==> src/rtl/charlie7x5_pkg.sv <==
// charlie7x5_pkg: shared scan FSM state, matrix geometry and LED-to-cathode helper
package charlie7x5_pkg;
  localparam int NUM_PHASES = 6;
  localparam int NUM_COLS = 5;
  localparam int NUM_ROWS = 7;
  typedef enum logic {ST_BLANK, ST_DRIVE} state_e;
  // LED n sits on anode n/6; its cathode skips over the anode pin itself
  function automatic int cathode_of(input int n);
    int j;
    j = n % 6;
    return j + ((j >= n / 6) ? 1 : 0);
  endfunction
endpackage

==> src/rtl/charlie7x5_map.sv <==
// charlie7x5_map: turns the active anode phase and front buffer into pin values/enables
// Ports: drive_i (DRIVE state), cath_en_i (cathode gate), phase_i (anode 0..5),
//        lit_i (front buffer, bit c*7+r), o_o / oe_o (pin values / enables)
module charlie7x5_map
  import charlie7x5_pkg::*;
(
  input  logic                           drive_i,
  input  logic                           cath_en_i,
  input  logic [2:0]                     phase_i,
  input  logic [NUM_COLS*NUM_ROWS-1:0]   lit_i,
  output logic [6:0]                     o_o,
  output logic [6:0]                     oe_o
);
  always_comb begin
    o_o = '0;
    oe_o = '0;
    for (int n = 0; n < NUM_COLS * NUM_ROWS; n++)
      if (drive_i && cath_en_i && lit_i[n] && n / 6 == int'(phase_i)) oe_o[3'(cathode_of(n))] = 1'b1;
    if (drive_i) begin
      oe_o[phase_i] = 1'b1;
      o_o[phase_i] = 1'b1;
    end
  end
endmodule

==> src/rtl/charlie7x5_scan.sv <==
// charlie7x5_scan: double-buffered 7x5 charlieplexed LED scanner with dead-time blanking
// Ports: clock, reset (sync, active-high); wr_stb/wr_addr/wr_data -> wr_ack (back-buffer column write);
//        swap_stb -> swap_ack (present back buffer at frame end); brightness (PWM build only);
//        charlie7x5_o / charlie7x5_oe (pin values / enables); frame_stb (end of frame).
// Build option: define CHARLIE7X5_PWM_EN to gate cathodes with a 4-bit brightness PWM.
module charlie7x5_scan
  import charlie7x5_pkg::*;
#(
  parameter int TICKS_PER_PHASE = 1024,
  parameter int DEAD_TICKS = 4
) (
  input  logic       clock,
  input  logic       reset,
  input  logic       wr_stb,
  input  logic [2:0] wr_addr,
  input  logic [6:0] wr_data,
  output logic       wr_ack,
  input  logic       swap_stb,
  output logic       swap_ack,
  input  logic [3:0] brightness,
  output logic [6:0] charlie7x5_o,
  output logic [6:0] charlie7x5_oe,
  output logic       frame_stb
);
  localparam int TW = $clog2((TICKS_PER_PHASE > DEAD_TICKS ? TICKS_PER_PHASE : DEAD_TICKS) + 1);
  state_e state_q, state_d;
  logic [2:0] phase_q, phase_d;
  logic [TW-1:0] tick_q, tick_d;
  logic [NUM_COLS-1:0][NUM_ROWS-1:0] back_q, front_q;
  logic pending_q, wr_ack_q;
  logic blank_done, drive_done, frame_end, swap_now, cath_en;
  logic [6:0] map_o, map_oe;
  // a zero dead time still spends the single post-reset cycle in BLANK
  assign blank_done = (DEAD_TICKS <= 1) || tick_q == TW'(DEAD_TICKS - 1);
  assign drive_done = tick_q == TW'(TICKS_PER_PHASE - 1);
  assign frame_end = state_q == ST_DRIVE && drive_done && phase_q == 3'(NUM_PHASES - 1);
  assign swap_now = frame_end && pending_q;
  always_ff @(posedge clock) begin
    if (reset) begin
      state_q <= ST_BLANK;
      phase_q <= '0;
      tick_q <= '0;
    end else begin
      state_q <= state_d;
      phase_q <= phase_d;
      tick_q <= tick_d;
    end
  end
  always_comb begin
    state_d = state_q;
    phase_d = phase_q;
    tick_d = tick_q + 1'b1;
    if (state_q == ST_BLANK && blank_done) begin
      state_d = ST_DRIVE;
      tick_d = '0;
    end
    if (state_q == ST_DRIVE && drive_done) begin
      state_d = DEAD_TICKS == 0 ? ST_DRIVE : ST_BLANK;
      tick_d = '0;
      phase_d = phase_q == 3'(NUM_PHASES - 1) ? 3'd0 : phase_q + 1'b1;
    end
  end
  // the swap copies the pre-write back buffer; a coincident write lands in back only
  always_ff @(posedge clock) begin
    if (reset) begin
      back_q <= '0;
      front_q <= '0;
      pending_q <= 1'b0;
      wr_ack_q <= 1'b0;
    end else begin
      wr_ack_q <= wr_stb;
      if (wr_stb && wr_addr < 3'(NUM_COLS)) back_q[wr_addr] <= wr_data;
      if (swap_now) front_q <= back_q;
      pending_q <= swap_now ? 1'b0 : pending_q | swap_stb;
    end
  end
`ifdef CHARLIE7X5_PWM_EN
  logic [3:0] pwm_q;
  always_ff @(posedge clock) begin
    if (reset) pwm_q <= '0;
    else if (state_q == ST_DRIVE) pwm_q <= pwm_q + 1'b1;
  end
  assign cath_en = pwm_q < brightness;
`else
  logic unused_brightness;
  assign unused_brightness = ^brightness;
  assign cath_en = 1'b1;
`endif
  charlie7x5_map u_map (
    .drive_i  (state_q == ST_DRIVE),
    .cath_en_i(cath_en),
    .phase_i  (phase_q),
    .lit_i    (front_q),
    .o_o      (map_o),
    .oe_o     (map_oe)
  );
  // outputs are forced quiet while reset is held
  always_comb begin
    charlie7x5_o = reset ? 7'd0 : map_o;
    charlie7x5_oe = reset ? 7'd0 : map_oe;
    frame_stb = ~reset & frame_end;
    swap_ack = ~reset & swap_now;
    wr_ack = ~reset & wr_ack_q;
  end
endmodule

==> config.mk <==
export PLATFORM = sky130hd
export DESIGN_NAME = charlie7x5_scan
export DESIGN_NICKNAME = d
export VERILOG_FILES = /design/src/rtl/charlie7x5_pkg.sv /design/src/rtl/charlie7x5_map.sv /design/src/rtl/charlie7x5_scan.sv
export SDC_FILE = /design/constraint.sdc
export NUM_CORES = 1
export LEC_CHECK = 0
export CAP_MARGIN = 20
export CORE_MARGIN = 2
export CORE_UTILIZATION = 26
export CTS_CLUSTER_DIAMETER = 100
export DETAILED_ROUTE_END_ITERATION = 10
export MAX_ROUTING_LAYER = met4
export PLACE_DENSITY = 0.48
export SYNTH_ARGS = -nofsm -noshare
export SYNTH_HDL_FRONTEND = slang
export SYNTH_SLANG_ARGS = --single-unit
export TNS_END_PERCENT = 20
==> constraint.sdc <==
create_clock -name clock -period 2.2 [get_ports clock]
set_clock_uncertainty 0.2 [all_clocks]
set_input_delay 0.44 -clock clock [delete_from_list [all_inputs] [get_ports clock]]
set_output_delay 0.44 -clock clock [all_outputs]
set_load 0.005 [all_outputs]
==> out/metrics.cfg <==
[yosys]
yosys_register_bits = 57
synth_area_leaders = dfxtp_1, mux2i_1, a22o_1
synthCells = 249
synthArstFlopShare_pct = 0
syn_area_per_cell_um2 = 9.88
netlist_area_um2 = 2460
synth_cell_types = 44
synth.top_cell.area_share_pct = 46.4
synth_enable_flop_cells = 0
ys.flop_type = dfxtp_1
ys_warn_count = 0
ys_seq_area_share_pct = 46.4
syn_nets = 269
yosysTopAreaCell = dfxtp_1

[global_route]
grt_pass1_wl_um = 9970
antenna_found_initial = 0
grt_pass1_vias = 1914
grt_max_degree = 22
grt_overflow = 0
groute.usage.overall_pct = 13.4

[timing]
report.final.slew_viol_count = 0
period_needed_ps = 2250
min_period_over_period_pct = 102
hold_slack_ps = 276
worst_pin_slew_ps = 349
hold_viol = 0
slew_headroom_pct = 76.6
max_freq_ghz = 0.444
setup_viol = 1
rsz0062_at_grt = yes
layout_setup_ws_ps = -53.1

[route]
vias_per_cell = 4.52
drt_iter0_markers = 117
wl_per_cell_um = 13.9
vias = 1972
drtAntennaViolNets = 0
dr.pass1.iters = 4
drc = 0
drt_wl_total_um = 6080

[clock_tree]
cts.sinks = 57
post_cts_hold_buffer_count = 0
htree_levels = 3
root_buffer = clkbuf_8
clk_pin_slew_ps = 60
numCtsBuffers = 9
cts_max_path_buffers = 2
cts_tree = built
clock_latency_ps = 330

[finish]
finalNonFillerCells = 436
drive_gt1_share_pct = 30.2
nFillCells = 960
final_common_cell = dfxtp_1
fin_nets = 341
post-route-cell-area_um2 = 3400
syn_to_final_growth_pct = 38.1
ff_latch_area_um2 = 1160
antenna_cells = 0
mostFrequentLayoutCells = dfxtp_1, nor2_1, buf_4
multi_input_area_um2 = 1270

[pwr]
power.density_nw_per_um2 = 600
leakagePower_nw = 1.40
max-vdd-ir-drop_mv = 0.238

[floorplanning]
core_region_area_um2 = 9200
die_x_um = 101
die_h_um = 101
boundaryPins = 35
std_cell_rows = 35
start_util_pct = 26.8
die_area_um2 = 10300

[setup_path]
cp-end-kind = output port
critPathMaxFanout = 5
reg2reg_to = tick_q[4]
regToRegStartpoint = tick_q[1]
critical_path.cell_chain = and2_1 > ha_2 > a21oi_1 > a21oi_1 > dlygate4sd2_1
critPathLaunch = phase_q[1]
crit_type = flop to output port
r2r_cells = 8
crit_top_cell = a21oi_1
worst_ep_required_time_ps = 1560
crit_family = flip-flops
critPathMaxStageDelay_ps = 370
worstPathArrival_ps = 1610
path_buf_inv = 1
rrSetupSlack_ps = 230
cp-start-kind = flop
crit_slowest_cell = dfxtp_4

[hold_path]
worstHoldStart = back_q[27]
min_path_cells = 1
whs_endpoint = front_q[27]
hold_class = flop to flop

[placement]
hpwlAfterDp_um = 4410
io_buffers = 30
dpl_cell_area_um2 = 3110
finalWeightedCongestion = 0.775
dp.cells = 416

[outcome]
status = complete, but fails checks
violations = setup timing

[flow_run]
cap_violations = 0

## worst max-delay path by stage
| stage | to | cells after the start |
|---|---|---|
| after floorplan | swap_ack | 5 |
| after global placement | swap_ack | 5 |
| after detailed placement | swap_ack | 5 |
| after CTS | charlie7x5_o[4] | 4 |
| after global routing | charlie7x5_oe[1] | 5 |
| final | charlie7x5_oe[1] | 5 |
## worst reg2reg max path, cell delays in order (launching register included)
cell,delay (ps)
dfxtp_2,350
ha_4,150
nand3_4,90
buf_4,140
buf_4,150
nor4_4,390
or3_1,180
buf_4,150
nor2_1,60
## cells by family (layout without fill, tap and decap cells)
family / after synthesis / count (layout) / synth area share (%)
buffers and inverters: 21 / 97 / 5.03
AND/OR/NAND/NOR: 97 / 97 / 21.8
AO/OA/AOI/OAI: 37 / 37 / 11.8
XOR/XNOR: 9 / 9 / 3.20
multiplexers: 26 / 26 / 10.7
flip-flops: 57 / 57 / 46.4
adder cells (fa/ha/maj): 2 / 2 / 1.02
## cell type report
cell class	instances	area share, %
Clock buffer	12	4.27
Clock inverter	3	0.515
Inverter	5	0.552
Multi-Input combinational cell	171	37.4
Sequential cell	57	34.0
Tap cell	111	4.09
Timing Repair Buffer	77	19.1
## state kept, by name, indices dropped and copies added (netlist names)
register	cells
front_q	20
pending_q	1
back_q	20
state_q	1
wr_ack_q	1
phase_q	3
tick_q	11
## metal layers
metal	wire length, µm	global-route usage, %
met2	2830	19.6
met5	0	-
met4	68	4.68
met1	2990	17.6
met3	194	4.21
## report_power, final
part	internal, mW	switching (mW)	total (mW)	leakage [nW]
registers	1.05	0.0132	1.06	0.465
logic	0.0763	0.0689	0.145	0.848
clock network	0.430	0.404	0.833	0.0822
## synth_stat cells, types with 2 or more instances
cell	count
nand3b_1	2
nand2_1	11
o21ai_0	3
inv_1	5
mux2_2	3
nand2b_1	4
buf_6	4
nor3_1	9
xnor2_1	8
dfxtp_1	57
and3_1	3
and2_1	3
a21oi_1	6
a22o_1	20
nand3_1	2
nor2b_1	4
ha_1	2
nor4_4	2
nor3b_2	2
nor4b_1	2
clkbuf_1	6
buf_2	3
mux2i_1	23
buf_4	3
nor2_1	43
## stage by stage
step	setup TNS [ps]	power, mW	setup slack (ps)	util [%]
after detailed placement	-8150	1.22	-532	33.8
after CTS	-167	2.07	-78.0	36.7
after global routing	-219	2.15	-138	37.0
after floorplan	0	1.15	130	-
after global placement	-7090	1.22	-496	33.8
final	-53.1	2.04	-53.1	37.0
## what timing repair did
action | CTS | global route
pin swaps | 8 | 1
setup endpoints to repair | 17 | 8
gates resized for setup | 60 | 7
buffers inserted | 5 | 0
hold endpoints to repair | 0 | 0
Power figures use the tool's default switching activity.
==> edit 1: new RTL, same flow settings <==
The option `CHARLIE7X5_PWM_EN` is turned on by a define.
--- a/src/rtl/charlie7x5_scan.sv
+++ b/src/rtl/charlie7x5_scan.sv
@@ -5,2 +5,4 @@
 // Build option: define CHARLIE7X5_PWM_EN to gate cathodes with a 4-bit brightness PWM.
+`define CHARLIE7X5_PWM_EN
+
 module charlie7x5_scan
Behaviour: same outputs for any inputs over 10 cycles, from zero or initial values and one cycle with reset high; that may be too few to reach the edited logic, so the function may still have changed.
==> edit 1 against the unedited design <==
The flow still finishes with violations (setup timing). Setup slack worse by 0.12 ns. Non-clock buffer count is 12 higher. Sequential cell count is 4 higher. Largest cell class unchanged. Routed wire length is 15% higher. Power is 24% higher. Fmax is 5.2% lower. Largest power group is now the clock network. Area after synthesis is 14% higher. Design area is 17% higher. Sequential power is 7% higher.
==> edit 1: results (changes against the unedited design) <==
pre-CTS WS -0.8224 ns (-0.2902 ns); Post-DP Area 3545 sq um (+14%); total clock buffers created by CTS 9 (unchanged); worst-path fanout max 2 (-3); Fin Setup TNS -0.7928 ns (-0.7396 ns); Port Buf Inserts 34 (+13%); final hold slack 0.2723 ns (-0.003827 ns); post-CTS sizing 71 (+18%); vias in the first global route 2459 (+28%); worst setup path end charlie7x5_oe[3]; HP Start back_q[0]; Critical R2R Capture tick_q[6]; share of cells above drive strength 1 29.07% (-1.1 points); Post-CTS Setup Bufs 8 (+3); clock-pin slew on the worst setup and hold paths 0.08 ns (+0.02 ns); status finished, violations left; met2 Track Usage GR 19.50% (-0.065 points); Nets 418 (+23%); synth top area cells dfxtp_1 (43%), mux2i_1 (9.6%), nor2_1 (5.9%), nand3_1 (4.6%), a21oi_1 (3.7%); R2R depth 7 (-1); Max Used Layer met4; Largest regs back_q x20, front_q x20, tick_q x11; Yosys cell types 42 (-4.5%); Post-synth top cells dfxtp_1 (61), nor2_1 (44), mux2i_1 (27), nand3_1 (26); final worst slack -0.1757 ns (-0.1226 ns); htree depth 3 (unchanged); Slew headroom 65.14% (-11 points); Crit path largest cell delay 0.27 ns (-0.10 ns); Met1 Wirelength 3613 um (+21%); R2R setup slack 0.35 ns (+0.12 ns); worst vdd ir 0.3511 mV (+47%); DR WL met3 268 um (+38%); first-pass GRT wire length 11870 um (+19%); pin count of the biggest net entering global routing 50 (+130%); Leak 0.001544 uW (+11%); register area share after synthesis 43.44% (-2.9 points); met1 GRT Util 17.78% (+0.22 points); drt pass-1 iters 4 (unchanged); failing checks setup timing; total track usage 13.17% (-0.26 points); Vias/cell 4.607 (+1.9%); Final Setup Violations 6 (+5); RD Place Congestion 0.7724 (-0.27%); met3 track utilization from global routing 2.954% (-1.3 points); critical path's top delay family buffers and inverters; number of DRC markers in iteration 0 124 (+6.0%); WL/cell 13.10 um (-6.0%); syn_nets 340 (+26%); CP startpoint brightness[2]; CP arrival 1.74 ns (+0.13 ns); met2 routed WL 3068 um (+8.4%); Min-Delay Endpoint front_q[0]; worst hold path depth 2 (+1); GRT Residual Overflow 0 (unchanged); CP max-delay cell ha_2; DP HPWL 4934 um (+12%)
-- edit 1: cell type report --
class,count,area (sq um)
inverter,10,37.54
timing repair buffer,89,732.0
tap,136,170.2
clock inverter,7,123.9
multi-input combinational,223,1562
clock buffer,9,123.9
sequential,61,1232
fill,1054,6435
-- edit 1: cells by family (layout without fill, tap and decap cells) --
group,after synthesis,count (layout),synth area share (%)
XOR/XNOR,13,13,4.050
multiplexers,27,27,9.613
AND/OR/NAND/NOR,115,115,21.63
buffers and inverters,32,115,5.785
adder cells (fa/ha/maj),6,6,2.670
flip-flops,61,61,43.44
AO/OA/AOI/OAI,62,62,12.82
-- edit 1: metrics by stage --
stage | instances | power, uW
2_1_floorplan | 316 | 1236
3_3_place_gp | 511 | 1318
3_5_place_dp | 511 | 1320
4_1_cts | 535 | 2553
5_1_grt | 535 | 2633
6_report | 535 | 2524
-- edit 1: power by group --
group | internal, uW | switching [uW]
clock network | 758 | 465
registers | 1120 | 11.1
logic | 86.5 | 82.3
total | 1970 | 558
==> edit 2: new RTL, same flow settings <==
Made on the original files. Register the input `swap_stb` before use. The logic sees it one clock later. The other inputs are not delayed to match.
--- a/src/rtl/charlie7x5_scan.sv
+++ b/src/rtl/charlie7x5_scan.sv
@@ -25,2 +25,9 @@
   localparam int TW = $clog2((TICKS_PER_PHASE > DEAD_TICKS ? TICKS_PER_PHASE : DEAD_TICKS) + 1);
+
+  logic swap_stb_q;
+
+  always_ff @(posedge clock) begin
+    swap_stb_q <= swap_stb;
+  end
+
   state_e state_q, state_d;
@@ -73,3 +80,3 @@
       if (swap_now) front_q <= back_q;
-      pending_q <= swap_now ? 1'b0 : pending_q | swap_stb;
+      pending_q <= swap_now ? 1'b0 : pending_q | swap_stb_q;
     end
Function: no difference found for any inputs over 10 cycles, from zero or initial values and one cycle with reset high; that may be too few to reach the edited logic, so the function may still have changed.
==> edit 2 against the unedited design <==
Highest routed layer unchanged. Combinational power decreased by 8%. The run still ends with setup timing left. Routed wire length is 3.9% lower. Die area down 0.39%. Setup slack worse by 0.16 ns. Area after synthesis decreased by 0.41%. Count of clock-buffer cells in the layout fell by 3. Critical endpoint is now charlie7x5_oe[3]. Power rose by 19%. Critical path depth up 2. Sequential cell count increased by 1. Sequential share of layout area shrank 0.70 points. Design area rose by 3.2%. Largest cell class unchanged. First-iteration DRC count shrank 32%.
==> edit 2: results (changes against the unedited design) <==
Placed Cells 409 (-1.7%); total track usage 12.66% (-0.78 points); post-CTS sizing 53 (-12%); post-route insts no fill 434 (-0.46%); pre-CTS WS -0.7902 ns (-0.2580 ns); Fin Setup TNS -1.070 ns (-1.017 ns); Nets 338 (-0.88%); Vias/cell 4.530 (+0.16%); Post-CTS Setup Bufs 6 (+1); Final Setup Violations 11 (+10); status finished, violations left; R2R setup slack 0.26 ns (+0.03 ns); synth top area cells dfxtp_1 (47%), mux2i_1 (9.0%), nor2_1 (6.1%), a22o_1 (4.6%), a22o_2 (2.9%); final hold slack 0.2625 ns (-0.01362 ns); CP arrival 1.77 ns (+0.16 ns); Avg Cell Area, Syn 10.13 sq um (+2.5%); worst slew pin tran 0.4131 ns (+0.06457 ns); register area share after synthesis 47.37% (+1.0 points); FF+latch area 1169 sq um (+1.1%); Synth Area in Compound Gates 11.64% (-0.21 points); DP HPWL 4137 um (-6.1%); worst-path fanout max 4 (-1); Post-DP Area 3120 sq um (+0.32%); post-synthesis adder-cell area fraction 1.021% (+0.0042 points); final worst slack -0.2147 ns (-0.1616 ns); syn_nets 262 (-2.6%); RD Place Congestion 0.7937 (+2.5%); Post-Synth XOR/XNOR Area 3.573% (+0.37 points); WL/cell 13.45 um (-3.5%); Yosys cell types 49 (+11%); failing checks setup timing
edit 2: cell count changes after synthesis, moves of 3 or more:
cell,unedited run,this run
a22o_2,0,7
a21oi_1,6,3
xor2_1,1,6
nand2_1,11,8
nor2_1,43,40
a22o_1,20,13
xnor2_1,8,4
edit 2: final timing paths:
path,start,end,cells after the start
setup / recovery,phase_q[2],charlie7x5_oe[3],7
hold / removal,swap_stb_q,pending_q,1
hold reg to reg,swap_stb_q,pending_q,1
setup reg to reg,tick_q[0],front_q[18],6
edit 2: layer usage:
| metal | share of wire (%) | track usage (%) |
|---|---|---|
| met4 | 1.6 | 5.301 |
| met5 | 0 | - |
| met1 | 51 | 17.15 |
| met2 | 43 | 17.73 |
| met3 | 4.3 | 3.329 |
edit 2: cell families after synthesis:
| family | Yosys count |
|---|---|
| and+or+nand+nor | 93 |
| buffers and inverters | 20 |
| adders and majority gates | 2 |
| muxes | 25 |
| AOI/OAI and AO/OA | 34 |
| xor gates and xnor gates | 10 |
| DFF | 58 |
edit 2: power breakdown:
part | switching (uW) | internal [uW] | total, uW
registers | 11.0 | 1070 | 1080
logic | 65.1 | 68.8 | 134
clock network | 462 | 761 | 1220
total | 538 | 1900 | 2440
edit 2: layout make-up:
type	instances	area share (%)
Clock buffer	9	3.531
Clock inverter	7	3.566
Tap cell	111	3.959
Multi-Input combinational cell	164	35.66
Sequential cell	58	33.31
Timing Repair Buffer	81	19.54
Inverter	4	0.4280
edit 2: worst max-delay path, cell delays in order, from the launching register on:
cell     delay, ns
dfxtp_2       0.35
buf_6         0.11
buf_6         0.09
mux4_2        0.51
nand2_1       0.09
o31a_1        0.13
nor2_1        0.04
buf_2         0.12
